==> config.mk <==
export PLATFORM = sky130hd
export DESIGN_NAME = muldiv_unit
export DESIGN_NICKNAME = d
export VERILOG_FILES = /design/src/rtl/muldiv_unit.sv
export SDC_FILE = /design/constraint.sdc
export NUM_CORES = 1
export LEC_CHECK = 0
export CAP_MARGIN = 20
export CORE_ASPECT_RATIO = 0.6
export CORE_MARGIN = 3
export CORE_UTILIZATION = 45
export DETAILED_ROUTE_END_ITERATION = 10
export GPL_TIMING_DRIVEN = 0
export PLACE_DENSITY_LB_ADDON = 0.15
export SLEW_MARGIN = 0
export SYNTH_ARGS = -nofsm -noshare
export SYNTH_HDL_FRONTEND = slang
export SYNTH_SLANG_ARGS = --single-unit
==> constraint.sdc <==
create_clock -name i_clk -period 10.5 [get_ports i_clk]
set_input_delay 2.1 -clock i_clk [delete_from_list [all_inputs] [get_ports i_clk]]
set_output_delay 2.1 -clock i_clk [all_outputs]
set_load 0.01 [all_outputs]
==> src/rtl/muldiv_unit.sv <==
// Iterative RV32M multiply/divide unit: one bit per cycle, shift-add multiply, restoring divide.
// Define MULDIV_EARLY_OUT_EN to let divide-by-zero and zero-operand multiplies skip the iteration.
module muldiv_unit #(
  parameter int XLEN = 32
) (
  input  logic            i_clk,
  input  logic            i_rst,
  input  logic            i_valid,
  input  logic [2:0]      i_funct3,
  input  logic [XLEN-1:0] i_op_a,
  input  logic [XLEN-1:0] i_op_b,
  input  logic            i_flush,
  output logic            o_ready,
  output logic            o_valid,
  output logic [XLEN-1:0] o_result
);

  localparam int CNT_W = $clog2(XLEN) + 1;

  typedef enum logic [1:0] {IDLE, BUSY, DONE} state_t;

  state_t              state, state_nxt;
  logic [CNT_W-1:0]    cnt;
  logic [2:0]          funct3_r;
  logic                neg_r;
  logic [XLEN-1:0]     b_mag;
  logic [2*XLEN-1:0]   acc, acc_nxt;
  logic [XLEN-1:0]     result_r;

  logic                accept, last_iter, early_hit, neg_in;
  logic                a_signed, b_signed, a_neg, b_neg;
  logic [XLEN-1:0]     a_mag_in, b_mag_in, early_res;
  logic [XLEN:0]       mul_sum, rem_sh, diff;

  // Apply the sign recorded at accept time and pick the half/word the op returns.
  function automatic logic [XLEN-1:0] finalize(input logic [2:0] f3, input logic neg,
                                               input logic [2*XLEN-1:0] raw);
    logic [2*XLEN-1:0] prod;
    logic [XLEN-1:0]   q, r;
    prod = neg ? -raw : raw;
    q    = raw[XLEN-1:0];
    r    = raw[2*XLEN-1:XLEN];
    if (!f3[2])      finalize = (f3[1:0] == 2'b00) ? prod[XLEN-1:0] : prod[2*XLEN-1:XLEN];
    else if (!f3[1]) finalize = neg ? -q : q;
    else             finalize = neg ? -r : r;
  endfunction

  assign accept    = (state == IDLE) && i_valid && !i_flush;
  assign last_iter = (state == BUSY) && (cnt == CNT_W'(XLEN - 1));

  assign a_signed = (i_funct3 != 3'b011) && (i_funct3 != 3'b101) && (i_funct3 != 3'b111);
  assign b_signed = a_signed && (i_funct3 != 3'b010);
  assign a_neg    = a_signed && i_op_a[XLEN-1];
  assign b_neg    = b_signed && i_op_b[XLEN-1];
  assign a_mag_in = a_neg ? -i_op_a : i_op_a;
  assign b_mag_in = b_neg ? -i_op_b : i_op_b;

  // Quotient is left positive on divide-by-zero so DIV returns all-ones.
  always_comb begin
    if (!i_funct3[2])      neg_in = a_neg ^ b_neg;
    else if (!i_funct3[1]) neg_in = (a_neg ^ b_neg) && (i_op_b != '0);
    else                   neg_in = a_neg;
  end

`ifdef MULDIV_EARLY_OUT_EN
  assign early_hit = i_funct3[2] ? (i_op_b == '0) : ((i_op_a == '0) || (i_op_b == '0));
`else
  assign early_hit = 1'b0;
`endif
  assign early_res = !i_funct3[2] ? '0 : (i_funct3[1] ? i_op_a : '1);

  // acc = {hi, lo}: multiply keeps the multiplier in lo, divide shifts the dividend out of lo.
  always_comb begin
    mul_sum = {1'b0, acc[2*XLEN-1:XLEN]} + (acc[0] ? {1'b0, b_mag} : '0);
    rem_sh  = acc[2*XLEN-1:XLEN-1];
    diff    = rem_sh - {1'b0, b_mag};
    if (!funct3_r[2])   acc_nxt = {mul_sum, acc[XLEN-1:1]};
    else if (!diff[XLEN]) acc_nxt = {diff[XLEN-1:0], acc[XLEN-2:0], 1'b1};
    else                acc_nxt = {acc[2*XLEN-2:0], 1'b0};
  end

  always_ff @(posedge i_clk) begin
    if (i_rst) state <= IDLE;
    else       state <= state_nxt;
  end

  always_comb begin
    state_nxt = state;
    case (state)
      IDLE:    if (accept) state_nxt = early_hit ? DONE : BUSY;
      BUSY:    if (i_flush) state_nxt = IDLE;
               else if (last_iter) state_nxt = DONE;
      DONE:    state_nxt = IDLE;
      default: state_nxt = IDLE;
    endcase
  end

  always_comb begin
    o_ready = (state == IDLE);
    o_valid = (state == DONE);
  end

  always_ff @(posedge i_clk) begin
    if (i_rst) begin
      cnt      <= '0;
      funct3_r <= '0;
      neg_r    <= 1'b0;
      b_mag    <= '0;
      acc      <= '0;
      result_r <= '0;
    end else if (accept) begin
      cnt      <= '0;
      funct3_r <= i_funct3;
      neg_r    <= neg_in;
      b_mag    <= b_mag_in;
      acc      <= {{XLEN{1'b0}}, a_mag_in};
      if (early_hit) result_r <= early_res;
    end else if ((state == BUSY) && !i_flush) begin
      cnt <= cnt + CNT_W'(1);
      acc <= acc_nxt;
      if (last_iter) result_r <= finalize(funct3_r, neg_r, acc_nxt);
    end
  end

  assign o_result = result_r;

endmodule

==> impl_metrics.py <==
metrics = {
    "sta": {
        "rsz0062_at_grt": "no",
        "final.setup.tns_ns": 0,
        "fmax_mhz": 116,
        "period_share_pct": 82.4,
        "hold_ws_ns": 0.460,
        "skew_ns": 0.0147,
        "slew_violations": 0,
        "maxSlewHeadroom_pct": 21.0,
        "final-setup-viol-count": 0,
        "hold_viol": 0,
        "worst_pin_slew_ns": 1.18,
        "final.min_clock_period_ns": 8.66,
    },
    "logic_synthesis": {
        "ys_seq_elements": 140,
        "synth_xor_area_share_pct": 9.06,
        "synth_seq_area_share_pct": 18.7,
        "synthAdderAreaFrac_pct": 6.03,
        "synth-compound-area-share_pct": 30.9,
        "avgSynthCellArea_um2": 7.05,
        "ys_warn_count": 0,
        "synth_top_flop_cell": "dfxtp_1",
        "synth_top_family_by_area": "compound AO/OA/AOI/OAI gates",
        "yosysUniqueCellTypes": 103,
        "synthMuxAreaShare_pct": 3.57,
        "postSynthCellCount": 2127,
        "synth_top_area_share_pct": 18.7,
        "netlist_area_um2": 15000,
        "synth_area_leader_cell": "dfxtp_1",
        "ys_top_cells_by_count": "nor2_1, nand2_1, a21oi_1",
        "synth-simple-area-share_pct": 26.4,
        "postSynth.asyncResetShare_pct": 0,
        "synth_nets": 2269,
        "synth_edf_count": 0,
        "synth_most_common_cell": "nor2_1",
        "synth_area_leaders": "dfxtp_1, nor2_1, a21oi_1",
    },
    "worst_setup_path": {
        "crit_path_end_kind": "flop",
        "cpPeakStageDelay_ns": 0.76,
        "cp_num_buf_inv": 4,
        "critical_path.top_delay_family": "simple AND/OR/NAND/NOR gates",
        "crit_type": "flop to flop",
        "cp.required_ns": 10.79,
        "arrival_ns": 8.95,
        "crit_path_start_kind": "flop",
        "critPathSlowestCell": "a2111oi_4",
        "crit_fanout": 10,
    },
    "pwr": {
        "p_switching_mw": 0.804,
        "p_leak_nw": 6.32,
        "p_int_mw": 1.10,
        "combPwrFrac_pct": 38.3,
        "switching_share_pct": 42.2,
        "total_power_mw": 1.91,
        "power_density_nw_per_um2": 111,
        "clock_power_share_pct": 30.9,
        "peakVddDrop_mv": 0.128,
        "power_frac_seq_pct": 30.8,
    },
    "place": {
        "place_congestion": 1.06,
        "dp.cells": 2681,
        "port_buffers": 103,
        "dp_hpwl_um": 56900,
    },
    "run": {
        "max_cap_viol_count": 0,
    },
    "floorplan": {
        "dieArea_um2": 35600,
        "io_pins": 105,
        "die_x_um": 242,
        "start_util_pct": 46.0,
        "rows": 51,
        "die_height_um": 147,
        "core_um2": 32600,
    },
    "outcome": {
        "status": "finished clean",
    },
    "cells_and_area": {
        "area_growth_pct": 14.6,
        "nNetsFinal": 2397,
        "instances_no_fill": 2719,
        "fill_cells": 3293,
        "utilization_pct": 52.7,
        "multi_input_area_um2": 11400,
        "regArea_um2": 2800,
        "drive_gt1_share_pct": 5.25,
    },
    "clocking": {
        "ctsLongestPathBuffers": 2,
        "postCtsSetupRepairBufs": 0,
        "postCtsHoldBufs": 0,
        "cts_buffers": 17,
        "clock-root-buffer": "clkbuf_16",
        "clk_latency_ns": 0.45,
        "cts-resized-gates": 0,
        "htreeDepth": 4,
        "cts_tree": "built",
        "path_clk_slew_ns": 0.07,
        "cts.sinks": 140,
    },
    "routing": {
        "drt-total-wl_um": 69800,
        "vias_per_cell": 6.63,
        "routedWlPerCell_um": 25.7,
        "final_antenna_net_count": 0,
        "drc": 0,
        "drt_iter0_markers": 2756,
        "dr_total_vias": 18030,
        "dr.pass1.iters": 7,
    },
    "global_routing": {
        "track_usage_pct": 38.3,
        "grt_max_degree": 17,
        "antenna_found_initial": 2,
        "grt_first_pass_wirelength_um": 104000,
        "overflow": 0,
        "grt_pass1_vias": 16181,
    },
    "hold_path": {
        "hold_class": "flop to flop",
    },
}
## logic make-up (layout without fill, tap and decap cells)
family	after synthesis	in the layout
simple gates	824	824
compound gates	688	688
buf+inv	198	339
xor+xnor	155	155
flops	140	140
fa+ha+maj	71	71
mux	51	51
other cells	0	1
## final cells by class
class	count	area share (%)
Tap cell	450	3.28
Antenna cell	1	0.0146
Clock inverter	13	0.612
Sequential cell	140	16.3
Clock buffer	19	2.58
Timing Repair Buffer	109	6.23
Inverter	63	1.38
Multi-Input combinational cell	1789	66.3
Buffer	135	3.26
## worst register-to-register path, stage by stage, from the launching register on
cell and delay [ns]:
dfxtp_1 0.51, inv_1 0.09, ha_1 0.28, clkbuf_1 0.35
nand2_1 0.15, o21ai_0 0.23, a21o_1 0.29, and3_1 0.23
or2_2 0.23, buf_2 0.30, clkbuf_1 0.50, nor4_1 0.27
nor2_1 0.41, ha_1 0.38, o2111ai_1 0.21, or4_1 0.65
or2_2 0.37, or3_1 0.43, nor3_2 0.40, nand2_1 0.24
a2111oi_4 0.76, and3_1 0.27, a31oi_1 0.09, xor2_1 0.19
a221oi_1 0.56, nor3_1 0.10
## cells in the final DEF, fill, tap and decap left out, types with 8 or more instances in the layout
cell type	instances
buf_2	17
o21ai_1	9
nand2_1	227
xor2_1	72
a311oi_1	16
clkbuf_16	17
a21o_1	25
nand3_1	30
a31oi_1	29
buf_1	13
nor2b_1	8
a21oi_1	189
a211oi_1	101
and2_1	44
o21ai_0	107
nand2b_1	18
xnor2_1	83
or3_1	22
nor2_1	274
clkdlybuf4s50_1	103
inv_1	61
or2_2	14
mux2i_1	42
o211ai_1	16
or4_1	17
dfxtp_1	140
ha_1	69
o21a_1	8
nor4_1	20
nand4_1	35
o31ai_1	34
nor3_1	61
o22ai_1	15
and3_1	12
a221oi_1	11
o41ai_1	15
o21bai_1	9
clkbuf_1	102
## worst paths after layout
| check | start | to | slack (ns) | cells after the start |
|---|---|---|---|---|
| hold reg to reg | o_result[6] | o_result[6] | 0.46 | 1 |
| hold / removal | o_result[6] | o_result[6] | 0.46 | 1 |
| setup reg to reg | b_mag[18] | o_result[30] | 1.84 | 25 |
| setup / recovery | b_mag[18] | o_result[30] | 1.84 | 25 |
## state kept, by name, indices dropped and copies added, names as in the netlist
register,flops
funct3_r,3
cnt,6
b_mag,32
o_result,32
neg_r,1
state,2
acc,64
## per-stage QoR
| step | setup slack, ns | instance area [µm²] |
|---|---|---|
| after CTS | 2.32 | 17100 |
| final | 1.84 | 17200 |
| after floorplan | 4.63 | 15000 |
| after detailed placement | 2.34 | 16600 |
| after global routing | 1.69 | 17200 |
| after global placement | 2.36 | 16600 |
## routing by layer
metal | vias up | GRT usage (%) | wire length (µm)
li1 | 8129 | - | -
met1 | 8546 | 57.9 | 32200
met2 | 1230 | 48.4 | 24900
met3 | 121 | 16.5 | 11400
met4 | 4 | 8.39 | 1240
met5 | - | 0 | 28
## power groups by stage
stage                     clock [mW]  combinational, mW  sequential, mW
after floorplan                    0              0.453           0.578
after global placement             0              0.684           0.596
after detailed placement           0              0.689           0.597
after CTS                      0.590              0.693           0.584
after global routing           0.613              0.772           0.589
final                          0.588              0.730           0.588
Power figures use the tool's default switching activity.
==> variant 1: new RTL, same settings <==
Set the parameter `XLEN` to 16 (it was 32).
--- a/src/rtl/muldiv_unit.sv
+++ b/src/rtl/muldiv_unit.sv
@@ -3,3 +3,3 @@
 module muldiv_unit #(
-  parameter int XLEN = 32
+  parameter int XLEN = 16
 ) (
Ports: changed (resized i_op_a, i_op_b and o_result); port bits go from 105 to 57. No check against the original RTL was run, so the function may have changed too.
==> variant 1 against the original RTL <==
- die area fell by 49%
- worst setup slack better by 3.0 ns
- design area decreased by 51%
- wire length fell by 63%
- critical endpoint is now o_result[14]
- critical path type unchanged
- non-clock buffer count decreased by 129
- sequential cell count is 65 lower
- synthesized cell count down 53%
- total power fell by 52%
- critical path depth decreased by 7
- synthesized area down 51%
==> variant 1: results (changes against the original RTL) <==
qor: final_layout.sequential_share_of_cell_area 17.7% [was 16.3%]
qor: drt.met3WireLength 3420 um [was 11400 um]
qor: place.dp.final_hpwl 20900 um [was 56900 um]
qor: place.dp.cells 1259 [was 2681]
qor: timing.worst_clock_skew 0.0185 ns [was 0.0147 ns]
qor: final_layout.clock_buffer_count 10 [was 19]
qor: timing.max_slew_margin 25.7% [was 21.0%]
qor: outcome.run_status finished, final reports clean [unchanged]
qor: global_routing.fraction_of_met1_tracks_used_by_global_routing 45.6% [was 57.9%]
qor: final_layout.layout.filler_cells 1562 [was 3293]
qor: synth.synth.top_cells.by_count sky130_fd_sc_hd__nor2_1 (123), sky130_fd_sc_hd__nand2_1 (115), sky130_fd_sc_hd__a21oi_1 (80), sky130_fd_sc_hd__dfxtp_1 (75), sky130_fd_sc_hd__o21ai_0 (56) [was sky130_fd_sc_hd__nor2_1 (274), sky130_fd_sc_hd__nand2_1 (227), sky130_fd_sc_hd__a21oi_1 (189), sky130_fd_sc_hd__dfxtp_1 (140), sky130_fd_sc_hd__o21ai_0 (107)]
qor: drt.drtPass1Iterations 6 [was 7]
qor: global_routing.antenna_found_initial 0 [was 2]
qor: setup_path.critical-path-max-stage-delay 0.90 ns [was 0.76 ns]
qor: final_layout.repair_and_plain_buffers 115 [was 244]
qor: synth.netlist_top_cells_area sky130_fd_sc_hd__dfxtp_1 (20%), sky130_fd_sc_hd__ha_1 (6.4%), sky130_fd_sc_hd__nor2_1 (6.2%), sky130_fd_sc_hd__nand2_1 (5.8%), sky130_fd_sc_hd__a21oi_1 (5.4%) [was sky130_fd_sc_hd__dfxtp_1 (19%), sky130_fd_sc_hd__nor2_1 (6.9%), sky130_fd_sc_hd__a21oi_1 (6.3%), sky130_fd_sc_hd__ha_1 (5.8%), sky130_fd_sc_hd__nand2_1 (5.7%)]
qor: final_layout.largest_register_ffs 32 [was 64]
qor: drt.vias_after_detailed_routing 8038 [was 18000]
qor: synth.synth_cell_type_count 83 [was 103]
qor: power_and_ir_drop.max-vdd-ir-drop 78.5 uV [was 128 uV]
qor: setup_path.arrival 5.90 ns [was 8.95 ns]
qor: final_layout.bufAreaShareNonClock 10.5% [was 9.49%]
qor: clock_tree.total_clock_buffers_created_by_cts 9 [was 17]
qor: synth.yosysSeqAreaShare 20.3% [was 18.7%]
qor: setup_path.crit_slowest_cell sky130_fd_sc_hd__a211oi_1 [was sky130_fd_sc_hd__a2111oi_4]
qor: final_layout.clock_tree_area_fraction 3.27% [was 3.19%]
qor: place.port_buffer_count 56 [was 103]
qor: final_layout.diodes 0 [was 1]
qor: global_routing.number_of_global_route_vias_before_repair 7194 [was 16200]
qor: clock_tree.cts.sinks 75 [was 140]
qor: drt.dr_wl_met2 9400 um [was 24900 um]
variant 1: changes by cell type in the layout (fill, tap and decap cells not counted), moves of 51 or more:
cell                       change
sky130_fd_sc_hd__o21ai_0      -51
sky130_fd_sc_hd__nand2_1     -112
sky130_fd_sc_hd__a21oi_1     -109
sky130_fd_sc_hd__clkbuf_1     -64
sky130_fd_sc_hd__a211oi_1     -76
sky130_fd_sc_hd__nor2_1      -151
sky130_fd_sc_hd__dfxtp_1      -65
variant 1: worst reg2reg max path, cell delays in order (launching register included):
cell	delay, ns
sky130_fd_sc_hd__dfxtp_1	0.49
sky130_fd_sc_hd__ha_1	0.34
sky130_fd_sc_hd__nor2b_1	0.18
sky130_fd_sc_hd__o31ai_1	0.50
sky130_fd_sc_hd__a31oi_2	0.26
sky130_fd_sc_hd__nor3_1	0.49
sky130_fd_sc_hd__buf_2	0.32
sky130_fd_sc_hd__o21ai_0	0.10
sky130_fd_sc_hd__o21ai_1	0.17
sky130_fd_sc_hd__mux2i_4	0.15
sky130_fd_sc_hd__ha_1	0.30
sky130_fd_sc_hd__or4b_2	0.24
sky130_fd_sc_hd__nor2_1	0.04
sky130_fd_sc_hd__a211oi_1	0.90
sky130_fd_sc_hd__nor4bb_1	0.23
sky130_fd_sc_hd__and4_2	0.32
sky130_fd_sc_hd__nor3_1	0.16
sky130_fd_sc_hd__o21ai_0	0.11
sky130_fd_sc_hd__a32o_1	0.25
variant 1: worst paths after layout:
kind	cells after the start	startpoint	slack, ns	endpoint
max	18	acc[17]	4.84	o_result[14]
min	2	o_result[0]	0.46	o_result[0]
min reg2reg	2	o_result[0]	0.46	o_result[0]
max reg2reg	18	acc[17]	4.84	o_result[14]
variant 1: power breakdown:
group          total (W)  internal (W)  switching [W]  leakage [nW]
registers       0.000309      0.000294      0.0000142         0.609
logic           0.000300      0.000113       0.000188          2.45
clock network   0.000300      0.000162       0.000138         0.126
total           0.000910      0.000570       0.000340          3.19
variant 1: logic make-up after synthesis:
| logic type | count (synthesis) | share of synthesized area [%] |
|---|---|---|
| AOI/OAI and AO/OA | 316 | 29.8 |
| and+or+nand+nor | 383 | 24.5 |
| muxes | 25 | 3.95 |
| buffers and inverters | 88 | 5.94 |
| adders and majority gates | 40 | 6.98 |
| DFF | 75 | 20.3 |
| xor gates and xnor gates | 72 | 8.53 |
variant 1: through the flow:
stage	setup WS, ns	hold slack [ns]	power, W	utilization [%]	area, um2
2_1_floorplan	6.01	0.449	0.000512	-	7390
3_3_place_gp	5.13	0.447	0.000603	52.2	8200
3_5_place_dp	5.08	0.455	0.000604	52.2	8210
4_1_cts	5.02	0.466	0.000901	54.0	8490
5_1_grt	4.46	0.492	0.000951	54.0	8490
6_report	4.84	0.465	0.000910	54.0	8490
==> variant 2: new RTL, same settings <==
Without the edit above. One comparison of `cnt` changes from == to >=.
--- a/src/rtl/muldiv_unit.sv
+++ b/src/rtl/muldiv_unit.sv
@@ -48,3 +48,3 @@
   assign accept    = (state == IDLE) && i_valid && !i_flush;
-  assign last_iter = (state == BUSY) && (cnt == CNT_W'(XLEN - 1));
+  assign last_iter = (state == BUSY) && (cnt >= CNT_W'(XLEN - 1));
 
Behaviour: same outputs for any inputs over 4 cycles, from zero or initial values and one cycle with i_rst high; that may be too few to reach the edited logic, so the function may still have changed.
==> variant 2 against the original RTL <==
- design area shrank 2.1%
- combinational power decreased by 4.2%
- worst setup slack gained 0.61 ns
- wire length is 0.90% lower
- synthesized area fell by 2.3%
- clock skew decreased by 0.0022 ns
- total power grew 1.2%
- sequential cell count is the same
==> variant 2: results (changes against the original RTL) <==
qor: place.globalplace.congestion 1.04 [was 1.06]
qor: synth.synth.top_cells.by_count sky130_fd_sc_hd__nor2_1 (269), sky130_fd_sc_hd__nand2_1 (208), sky130_fd_sc_hd__a21oi_1 (165), sky130_fd_sc_hd__dfxtp_1 (140), sky130_fd_sc_hd__o21ai_0 (123) [was sky130_fd_sc_hd__nor2_1 (274), sky130_fd_sc_hd__nand2_1 (227), sky130_fd_sc_hd__a21oi_1 (189), sky130_fd_sc_hd__dfxtp_1 (140), sky130_fd_sc_hd__o21ai_0 (107)]
qor: place.dp.cells 2619 [was 2681]
qor: outcome.run_status finished, final reports clean [unchanged]
qor: final_layout.clock_buffer_count 18 [was 19]
qor: setup_path.r2r_setup_slack 2.45 ns [was 1.84 ns]
qor: power_and_ir_drop.leakagePower 6.23 nW [was 6.32 nW]
qor: global_routing.grt_use_total 38.9% [was 38.3%]
qor: power_and_ir_drop.max-vdd-ir-drop 137 uV [was 128 uV]
qor: drt.drt-initial-drc-count 2263 [was 2756]
qor: setup_path.arrival 8.35 ns [was 8.95 ns]
qor: timing.worst_clock_skew 0.0125 ns [was 0.0147 ns]
qor: final_layout.finish.instance_area 16800 um2 [was 17200 um2]
qor: final_layout.clock_tree_area_fraction 3.53% [was 3.19%]
qor: clock_tree.worst_skew_pair.late_latency 0.47 ns [was 0.45 ns]
qor: final_layout.diodes 0 [was 1]
qor: power_and_ir_drop.p_comb_share 36.2% [was 38.3%]
qor: synth.syn_inst 2097 [was 2127]
qor: drt.drtPass1Iterations 6 [was 7]
qor: power_and_ir_drop.design_power 0.00193 W [was 0.00191 W]
qor: final_layout.drive_gt1_share 4.07% [was 5.25%]
qor: setup_path.crit_slowest_cell sky130_fd_sc_hd__dfxtp_1 [was sky130_fd_sc_hd__a2111oi_4]
qor: final_layout.repair_and_plain_buffers 249 [was 244]
qor: setup_path.critical-path-max-stage-delay 0.64 ns [was 0.76 ns]
qor: setup_path.cp-startpoint b_mag[26] [was b_mag[18]]
qor: global_routing.antenna_found_initial 1 [was 2]
qor: power_and_ir_drop.swShare 41.7% [was 42.2%]
qor: final_layout.layout.nets 2365 [was 2397]
qor: synth.synth_cell_type_count 85 [was 103]
qor: final_layout.fin_cells 2652 [was 2719]
qor: hold_path.hold-path-cell-count 2 [was 1]
qor: final_layout.multi_input_logic_cell_count 1752 [was 1789]
qor: place.place_ws 2.88 ns [was 2.34 ns]
qor: global_routing.number_of_global_route_vias_before_repair 15800 [was 16200]
qor: synth.yosysSeqAreaShare 19.1% [was 18.7%]
qor: setup_path.worst_setup_path_endpoint o_result[14] [was o_result[30]]
qor: final_layout.bufAreaShareNonClock 9.63% [was 9.49%]
qor: drt.route.final.wire_length 69200 um [was 69800 um]
## variant 2: cell types whose count changed in the layout (fill, tap and decap cells not counted), moves of 10 or more
cell,change
sky130_fd_sc_hd__a21oi_1,-24
sky130_fd_sc_hd__xnor2_1,+20
sky130_fd_sc_hd__nand2_1,-19
sky130_fd_sc_hd__nand3_1,+17
sky130_fd_sc_hd__o21ai_0,+16
sky130_fd_sc_hd__nor3_1,+15
sky130_fd_sc_hd__clkbuf_1,+13
sky130_fd_sc_hd__nand4_1,-11
sky130_fd_sc_hd__or4_1,-10
## variant 2: cell families after synthesis
kind of cell,count (synthesis),synth area share [%]
buffers and inverters,205,5.47
muxes,63,4.48
and+or+nand+nor,806,25.7
AOI/OAI and AO/OA,640,28.7
DFF,140,19.1
xor gates and xnor gates,172,10.3
adders and majority gates,71,6.17
## variant 2: per-layer routing
layer	GRT usage, %	wire (um)	up-vias
met3	21.0	11900	96
met4	8.76	1230	2
met1	57.2	31300	8302
met5	0	13	-
met2	48.1	24700	1080
li1	-	-	7877
